$ cat src/rtl/dpll_ctrl_pkg.sv
// dpll_ctrl_pkg: state encoding and default tuning constants
// shared by the DPLL lock controller and its activity window.
package dpll_ctrl_pkg;

    typedef enum logic [2:0] {
        ST_IDLE       = 3'd0,
        ST_RESET_LOOP = 3'd1,
        ST_ACQUIRE    = 3'd2,
        ST_TRACK      = 3'd3,
        ST_LOCKED     = 3'd4
    } dpll_state_t;

    localparam int         DEF_WIN_EDGES    = 64;
    localparam int         DEF_LOCK_THR     = 4;
    localparam int         DEF_UNLOCK_THR   = 16;
    localparam int         DEF_LOCK_WINDOWS = 4;
    localparam logic [3:0] DEF_K_FAST       = 4'd3;
    localparam logic [3:0] DEF_K_SLOW       = 4'd8;
    localparam int         DEF_RST_CYCLES   = 16;
    localparam int         DEF_CNT_W        = 8;

endpackage

$ cat src/rtl/dpll_activity_window.sv
// dpll_activity_window: counts loop-filter corrections over a window of
// reference edges; the closing cycle's corrections belong to that window.
module dpll_activity_window
    import dpll_ctrl_pkg::*;
#(
    parameter int WIN_EDGES = DEF_WIN_EDGES,
    parameter int CNT_W     = DEF_CNT_W
) (
    input  logic             i_clk,
    input  logic             i_rst,
    input  logic             i_refEdge,
    input  logic             i_dlfCarry,
    input  logic             i_dlfBorrow,
    input  logic             i_clear,
    output logic             o_windowDone,
    output logic [CNT_W-1:0] o_count
);

    localparam int EDGE_W = $clog2(WIN_EDGES + 1);
    localparam logic [EDGE_W-1:0] LAST_EDGE = EDGE_W'(WIN_EDGES - 1);

    logic [EDGE_W-1:0] r_edgeCnt;
    logic [CNT_W-1:0]  r_corrCnt;
    logic [1:0]        w_inc;
    logic [CNT_W:0]    w_sum;
    logic [CNT_W-1:0]  w_count;
    logic              w_done;

    assign w_inc   = {1'b0, i_dlfCarry} + {1'b0, i_dlfBorrow};
    assign w_sum   = {1'b0, r_corrCnt} + {{(CNT_W - 1){1'b0}}, w_inc};
    assign w_count = w_sum[CNT_W] ? {CNT_W{1'b1}} : w_sum[CNT_W-1:0];
    assign w_done  = i_refEdge && (r_edgeCnt == LAST_EDGE);

    assign o_windowDone = w_done;
    assign o_count      = w_count;

    // Accumulate edges and saturating corrections; restart on close or clear.
    always_ff @(posedge i_clk or posedge i_rst) begin
        if (i_rst) begin
            r_edgeCnt <= '0;
            r_corrCnt <= '0;
        end else if (i_clear || w_done) begin
            r_edgeCnt <= '0;
            r_corrCnt <= '0;
        end else begin
            r_edgeCnt <= r_edgeCnt + EDGE_W'(i_refEdge);
            r_corrCnt <= w_count;
        end
    end

endmodule

$ cat src/rtl/dpll_lock_controller.sv
// dpll_lock_controller: sequences DPLL loop reset, schedules loop-filter
// gain and tracks lock / loss of lock from correction activity.
module dpll_lock_controller
    import dpll_ctrl_pkg::*;
#(
    parameter int         WIN_EDGES    = DEF_WIN_EDGES,
    parameter int         LOCK_THR     = DEF_LOCK_THR,
    parameter int         UNLOCK_THR   = DEF_UNLOCK_THR,
    parameter int         LOCK_WINDOWS = DEF_LOCK_WINDOWS,
    parameter logic [3:0] K_FAST       = DEF_K_FAST,
    parameter logic [3:0] K_SLOW       = DEF_K_SLOW,
    parameter int         RST_CYCLES   = DEF_RST_CYCLES,
    parameter int         CNT_W        = DEF_CNT_W
) (
    input  logic       baseClockInput,
    input  logic       reset,
    input  logic       enable,
    input  logic       refEdge,
    input  logic       dlfCarry,
    input  logic       dlfBorrow,
    output logic [3:0] kExp,
    output logic       loopReset,
    output logic       dcoEnable,
    output logic       locked,
    output logic [2:0] state,
    output logic [7:0] lossCount
);

    localparam int RUN_W  = $clog2(LOCK_WINDOWS + 1);
    localparam int HOLD_W = $clog2(RST_CYCLES + 1);
    localparam logic [RUN_W-1:0]  RUN_LAST   = RUN_W'(LOCK_WINDOWS - 1);
    localparam logic [HOLD_W-1:0] HOLD_LAST  = HOLD_W'(RST_CYCLES - 1);
    localparam logic [CNT_W-1:0]  QUIET_MAX  = CNT_W'(LOCK_THR);
    localparam logic [CNT_W-1:0]  UNLOCK_LIM = CNT_W'(UNLOCK_THR);

    dpll_state_t       r_state;
    dpll_state_t       w_next;
    logic [RUN_W-1:0]  r_quietRun;
    logic [RUN_W-1:0]  w_runNext;
    logic [HOLD_W-1:0] r_holdCnt;
    logic [3:0]        r_kExp;
    logic              r_loopReset;
    logic              r_dcoEnable;
    logic              r_locked;
    logic [7:0]        r_lossCount;

    logic              w_evaluating;
    logic              w_clear;
    logic              w_windowDone;
    logic [CNT_W-1:0]  w_count;
    logic              w_quiet;
    logic              w_loud;
    logic              w_runDone;
    logic              w_lost;

    assign w_evaluating = (r_state == ST_ACQUIRE) ||
                          (r_state == ST_TRACK) ||
                          (r_state == ST_LOCKED);
    // Outside the evaluating states (or on disable) the window is held at
    // zero, so entry into ACQUIRE starts a fresh, aligned window.
    assign w_clear   = !enable || !w_evaluating;
    assign w_quiet   = (w_count <= QUIET_MAX);
    assign w_loud    = (w_count > UNLOCK_LIM);
    assign w_runDone = w_quiet && (r_quietRun == RUN_LAST);
    assign w_lost    = (r_state == ST_LOCKED) && (w_next == ST_ACQUIRE);

    dpll_activity_window #(
        .WIN_EDGES (WIN_EDGES),
        .CNT_W     (CNT_W)
    ) u_window (
        .i_clk        (baseClockInput),
        .i_rst        (reset),
        .i_refEdge    (refEdge),
        .i_dlfCarry   (dlfCarry),
        .i_dlfBorrow  (dlfBorrow),
        .i_clear      (w_clear),
        .o_windowDone (w_windowDone),
        .o_count      (w_count)
    );

    // Next-state selection; disable overrides every other transition.
    always_comb begin
        w_next = r_state;
        unique case (r_state)
            ST_IDLE: begin
                if (enable) w_next = ST_RESET_LOOP;
            end
            ST_RESET_LOOP: begin
                if (r_holdCnt == HOLD_LAST) w_next = ST_ACQUIRE;
            end
            ST_ACQUIRE: begin
                if (w_windowDone && w_runDone) w_next = ST_TRACK;
            end
            ST_TRACK: begin
                if (w_windowDone && w_runDone)   w_next = ST_LOCKED;
                else if (w_windowDone && w_loud) w_next = ST_ACQUIRE;
            end
            ST_LOCKED: begin
                if (w_windowDone && w_loud) w_next = ST_ACQUIRE;
            end
            default: w_next = ST_IDLE;
        endcase
        if (!enable) w_next = ST_IDLE;
    end

    // Quiet-window run: restarts on any transition or non-quiet window.
    always_comb begin
        w_runNext = r_quietRun;
        if (w_next != r_state) begin
            w_runNext = '0;
        end else if (w_windowDone && w_evaluating) begin
            w_runNext = (w_quiet && !w_runDone) ? r_quietRun + 1'b1 : '0;
        end
    end

    // State, hold counter, loss counter and outputs decoded from next state.
    always_ff @(posedge baseClockInput or posedge reset) begin
        if (reset) begin
            r_state     <= ST_IDLE;
            r_quietRun  <= '0;
            r_holdCnt   <= '0;
            r_kExp      <= K_FAST;
            r_loopReset <= 1'b1;
            r_dcoEnable <= 1'b0;
            r_locked    <= 1'b0;
            r_lossCount <= '0;
        end else begin
            r_state    <= w_next;
            r_quietRun <= w_runNext;
            r_holdCnt  <= ((r_state == ST_RESET_LOOP) &&
                           (w_next == ST_RESET_LOOP)) ? r_holdCnt + 1'b1 : '0;
            r_kExp      <= ((w_next == ST_TRACK) || (w_next == ST_LOCKED)) ?
                           K_SLOW : K_FAST;
            r_loopReset <= (w_next == ST_IDLE) || (w_next == ST_RESET_LOOP);
            r_dcoEnable <= (w_next != ST_IDLE);
            r_locked    <= (w_next == ST_LOCKED);
            if (w_lost && (r_lossCount != 8'hFF)) begin
                r_lossCount <= r_lossCount + 8'd1;
            end
        end
    end

    assign state     = r_state;
    assign kExp      = r_kExp;
    assign loopReset = r_loopReset;
    assign dcoEnable = r_dcoEnable;
    assign locked    = r_locked;
    assign lossCount = r_lossCount;

endmodule
$ cat config.mk
export PLATFORM = sky130hd
export DESIGN_NAME = dpll_lock_controller
export DESIGN_NICKNAME = d
export VERILOG_FILES = /design/src/rtl/dpll_ctrl_pkg.sv /design/src/rtl/dpll_activity_window.sv /design/src/rtl/dpll_lock_controller.sv
export SDC_FILE = /design/constraint.sdc
export NUM_CORES = 1
export LEC_CHECK = 0
export ABC_CLOCK_PERIOD_IN_PS = 3500
export CORE_MARGIN = 1
export CORE_UTILIZATION = 56
export CTS_CLUSTER_SIZE = 30
export DETAILED_ROUTE_END_ITERATION = 8
export GPL_TIMING_DRIVEN = 0
export MAX_ROUTING_LAYER = met4
export PLACE_DENSITY_LB_ADDON = 0.1
export RECOVER_POWER = 25
export SLEW_MARGIN = 20
export SYNTH_ARGS = -nofsm -noshare
export SYNTH_HDL_FRONTEND = slang
export SYNTH_SLANG_ARGS = --single-unit
export TNS_END_PERCENT = 50
$ cat constraint.sdc
create_clock -name baseClockInput -period 3.5 [get_ports baseClockInput]
set_input_delay 0.35 -clock baseClockInput [delete_from_list [all_inputs] [get_ports baseClockInput]]
set_output_delay 0.35 -clock baseClockInput [all_outputs]
set_load 0.01 [all_outputs]
# Word level (Yosys, flattened, before mapping)
# Index checks and enable logic that the tools add are counted.
# op_classes
n_addsub	6
n_lt_le_gt_ge	2
eq_ne	13
mux	14
n_reduce_logical	22
# op_table
cell	count
$mux 3	8
$mux 8	2
$eq 3x2->1 const B	5
$pmux 3 s5	1
$add 8x2->9	1
$logic_and 1x1->1	9
$add 8x1->8 const B	1
$gt 8x5->1 const B	1
$le 8x3->1 const B	1
$ne 8x8->1 const B	1
$add 7x1->7	1
$eq 7x6->1 const B	1
$mux 7	1
$eq 3x1->1 const B	2
$eq 3x3->1 const B	2
$logic_not 3->1	2
$logic_or 1x1->1	6
$add 5x1->5 const B	1
$eq 5x4->1 const B	1
$mux 5	1
$mux 4	1
$add 3x1->3 const B	1
$logic_not 1->1	3
$ne 3x3->1	1
3 further kinds	3
# word_totals
register_bits	41
inputBits	6
out_inout_bits	18
elab_cells	67

# Depth between registers and ports, before layout
# depth
depth_word	12
depth_mapped	9
ltp_nobuf	9

# Hierarchy
# Synthesis repeated with hierarchy kept, for this count alone.
# hier_totals
cells_unflattened	217
area_unflattened_um2	2234.6
# modules_own_cells
mod	n_inst	cells_each	area_per_inst_um2	seq_area_each_um2
dpll_lock_controller	1	132	1415.1	603.1
dpll_activity_window	1	85	819.5	375.4

# Worst setup path before layout
# OpenSTA, ideal clock, no wires.
# synth_path
path_kind	input-to-reg
startpoint	in dlfCarry
endpoint	reg r_state[0] (netlist: state[0])
setup_ns	0.124
arrival_ns	2.402
t_required_ns	3.376
setup_slack_ns	0.974
cell_stages	9
path_buffers	1
path_cell_list	fa_1 > ha_1 > clkbuf_2 > and3_1 > a31oi_1 > o2111a_2 > and4_1 > nor3_1 > o31a_1
# synth_between
elab_chain_len	9
elab_cells_between_ends	13
cone_classes	2 x add/sub; 2 x order compare; 6 x mux; 3 x reduce/logical
# synth_lines
element	line	rtl
start, declared	dpll_lock_controller.sv:19	input logic dlfCarry,
$add 1x1->2 (*)	dpll_activity_window.sv:29	assign w_inc = {1'b0, i_dlfCarry} + {1'b0, i_dlfBorrow};
$add 8x2->9 (*)	dpll_activity_window.sv:30	assign w_sum = {1'b0, r_corrCnt} + {{(CNT_W - 1){1'b0}}, w_inc};
$mux 8 (*)	dpll_activity_window.sv:31	assign w_count = w_sum[CNT_W] ? {CNT_W{1'b1}} : w_sum[CNT_W-1:0];
$gt 8x5->1 / $le 8x3->1 (equally long branches)	dpll_lock_controller.sv:63, dpll_lock_controller.sv:62	
$logic_and 1x1->1 (on tied branches)	dpll_lock_controller.sv:96, dpll_lock_controller.sv:99, dpll_lock_controller.sv:64	
$mux 3 / $logic_and 1x1->1 (equally long branches)	-	
$mux 3 (on tied branches)	dpll_lock_controller.sv:95, dpll_lock_controller.sv:92	
$pmux 3 s5 (*)	dpll_lock_controller.sv:84	unique case (r_state)
$mux 3 (*)	dpll_lock_controller.sv:103	if (!enable) w_next = ST_IDLE;
named net w_next[0]	dpll_lock_controller.sv:37	dpll_state_t w_next;
end signal, assigned	dpll_lock_controller.sv:128	r_state <= w_next;
end, declared	dpll_lock_controller.sv:36	dpll_state_t r_state;
# Mark *: on every way through the listed nets, which the timed path passes. The rest lies on a longest branch.
# A chain may end at the register's enable or synchronous reset.

# Worst setup path in the final report
# layout_path
startpoint	in dlfCarry
endpoint	reg r_state[2] (netlist: state[2])
# Same word-level chain as after synthesis.

==> impl_metrics.tcl <==
set metrics [dict create \
    rsz0062_at_grt "false" \
    startpoint "dlfCarry" \
    async_flop_share 1.00 \
    slew_viol_final 36 \
    fmax_mhz 343 \
    hp-class "primary input to register" \
    n_fill_cell 317 \
    core_region_area_um2 3690 \
    path_cells "clkdlybuf4s50_1 -> fa_1 -> ha_1 -> clkbuf_2 -> and3_1 -> a31oi_1 -> o2111a_2 -> nand4_1 -> nor3_1 -> o21a_1" \
    synth_edf_count 0 \
    drive_above_1_share 0.129 \
    synthCells 218 \
    grt_overflow 0 \
    fin_tns_setup_ns 0 \
    antennaDiodeCount 0 \
    cts_tree "built" \
    synth_top_cell_area_share 0.426 \
    start_kind "primary input" \
    finClkSkew_ns 0.00778 \
    die-area_um2 4140 \
    nNetsFinal 262 \
    status "finished, violations left" \
    die-width_um 64.3 \
    dp_hpwl_mm 2.69 \
    cts_sinks 39 \
    drt_iter0_markers 132 \
    multiInputGateArea_um2 1070 \
    yosysUniqueCellTypes 56 \
    port_buffers 21 \
    period_needed_ns 2.92 \
    viasPerCell 5.52 \
    wl_per_cell_um 13.4 \
    fp.dieH_um 64.3 \
    initial_core_util 0.590 \
    synth_top_area_cell "dfrtp_1" \
    slowest_delay_ns 0.50 \
    crit_type "primary input to register" \
    grt.total_usage 0.232 \
    postCtsSetupBuffers 0 \
    hold_viol_final 0 \
    post_cts_resized 0 \
    syn_area_per_cell_um2 9.98 \
    pre_cts_ws_ns 0.326 \
    cp_slowest_cell "fa_1" \
    pwr_density_cell_nw_per_um2 325 \
    grt_pass1_vias 1585 \
    violations "max-capacitance violations, max-slew violations" \
    grt_pass1_wl_mm 7.07 \
    numCtsBuffers 5 \
    fin_cells 296 \
    io_pins 24 \
    ys_top_cells_by_area "dfrtp_1 (43%), nor2_1 (5.3%), ha_1 (4.6%)" \
    slew-limit-headroom -0.200 \
    crit_buf_inv 2 \
    tightest_slew_ns 1.80 \
    ys.flop_type "dfrtp_1" \
    irDropWorstVdd_v 0.000236 \
    synth_nets 233 \
    r2r_start "u_window.r_corrCnt[0]" \
    synth.ff_latch_count 39 \
    cpLargestDelayFamily "simple AND/OR/NAND/NOR gates" \
    gp_congestion 0.884 \
    antenna_found_initial 0 \
    synth_warnings 0 \
    crit_required_ns 3.73 \
    ff_latch_area_um2 978 \
    cp_max_fo 8 \
    cts.path.max_buffers 2 \
    netlist_area_um2 2180 \
    ctsRootBufferMaster "clkbuf_8" \
    drtAntennaViolNets 0 \
    worstSkewPairLatency_ns 0.29 \
    syn2layout_area_growth_pct 17.2 \
    vias 1633 \
    critPathArrivalTime_ns 3.15 \
    cts_max_level 2 \
    clk_pin_slew_worst_paths_ns 0.07 \
    ys_seq_area_frac 0.450 \
    core.rowCount 22 \
    grt_max_degree 36 \
    worstSetupEndpointType "register" \
    fin_ws_ns 0.582 \
    drc 0 \
    dpl.cell_count 288 \
    dr.pass1.iters 4 \
    power.leakage_uw 0.00112 \
    cts_hold_buf 0 \
    cap_violations 1 \
    drt-total-wl_mm 3.97 \
    fin_crit_sh 0.834 \
    setup_viol 0 \
    min_from "enable" \
]
-- sequential cells by signal, summed over array words and instances (netlist names) --
register and cells:
kExp 2, r_quietRun 3, dcoEnable 1, locked 1, r_holdCnt 5, lossCount 8
state 3, u_window.r_edgeCnt 7, loopReset 1, u_window.r_corrCnt 8
-- area by class of cell --
class                      instances  area share
multi-input combinational        156       0.420
sequential                        39       0.384
timing repair buffer              22      0.0839
clock buffer                       8      0.0393
buffer                            10      0.0304
tap                               48      0.0236
inverter                          13      0.0191
-- where the power goes --
group | leakage, uW | total [uW] | internal [uW] | switching [uW]
combinational | 0.000532 | 40.5 | 16.3 | 24.2
sequential | 0.000533 | 454 | 453 | 1.29
clock | 0.0000515 | 333 | 180 | 153
-- cells in the final DEF, fill, tap and decap left out, types with 3 or more instances in the layout --
cell type and instances:
dfrtp_1 37, nor2_1 31, clkdlybuf4s50_1 20, nand2_1 15
inv_1 13, nand3_1 10, xor2_1 10, a21oi_1 9
xnor2_1 8, ha_1 8, clkbuf_8 7, nor3_1 5
buf_4 4, nand4_1 4, o21ai_0 4, o21a_1 4
buf_6 3, and3_1 3, a31oi_1 3, clkbuf_1 3
-- synthesized netlist by cell type (all sizes together) (5+ instances only) --
cell / instances
inv: 13
nor3: 7
nand2: 15
xor2: 10
a21oi: 9
nor2: 31
and3: 5
o21a: 5
xnor2: 8
buf: 8
dfrtp: 37
ha: 8
nand3: 10
-- final timing paths --
path / endpoint / slack [ns] / cells after the start
min in group asynchronous: u_window.r_edgeCnt[0] / 0.38 / 2
max in group asynchronous: r_holdCnt[3] / 1.20 / 3
worst min register to register: r_holdCnt[0] / 0.46 / 1
worst max-delay path: state[2] / 0.58 / 10
worst min-delay path: loopReset / 0.24 / 2
worst max register to register: state[2] / 0.75 / 9
-- per-layer routing --
metal,wire length (um),part of all wire,global-route usage,vias up
met3,146,0.037,0.0589,6
met1,1920,0.48,0.299,772
met5,0,0,-,-
met2,1830,0.46,0.354,35
met4,64,0.016,0.0833,0
li1,-,-,-,820
-- per-stage QoR --
stage               total power, uW  hold slack, ns   util  area [um2]
CTS                             837           0.242  0.696        2570
detailed placement              507           0.452  0.669        2470
global route                    859           0.247  0.691        2550
finish                          828           0.244  0.691        2550
floorplan                       490           0.433      -        2180
global placement                503           0.449  0.663        2450
-- worst register-to-register path: stages, from the launching register on --
cell	delay, ns
dfrtp_1	0.38
fa_1	0.44
ha_1	0.21
clkbuf_2	0.17
and3_1	0.26
a31oi_1	0.22
o2111a_2	0.33
nand4_1	0.19
nor3_1	0.34
o21a_1	0.15
-- logic make-up (layout without fill, tap and decap cells) --
logic type / count (synthesis) / count (layout) / share of synthesized area
adders and majority gates: 9 / 9 / 0.0552
xor gates and xnor gates: 18 / 18 / 0.0725
muxes: 2 / 2 / 0.00978
buffers and inverters: 23 / 53 / 0.0581
and+or+nand+nor: 86 / 86 / 0.212
DFF: 39 / 39 / 0.450
AOI/OAI and AO/OA: 40 / 40 / 0.141
other: 1 / 1 / 0.00172
Power figures use the tool's default switching activity.
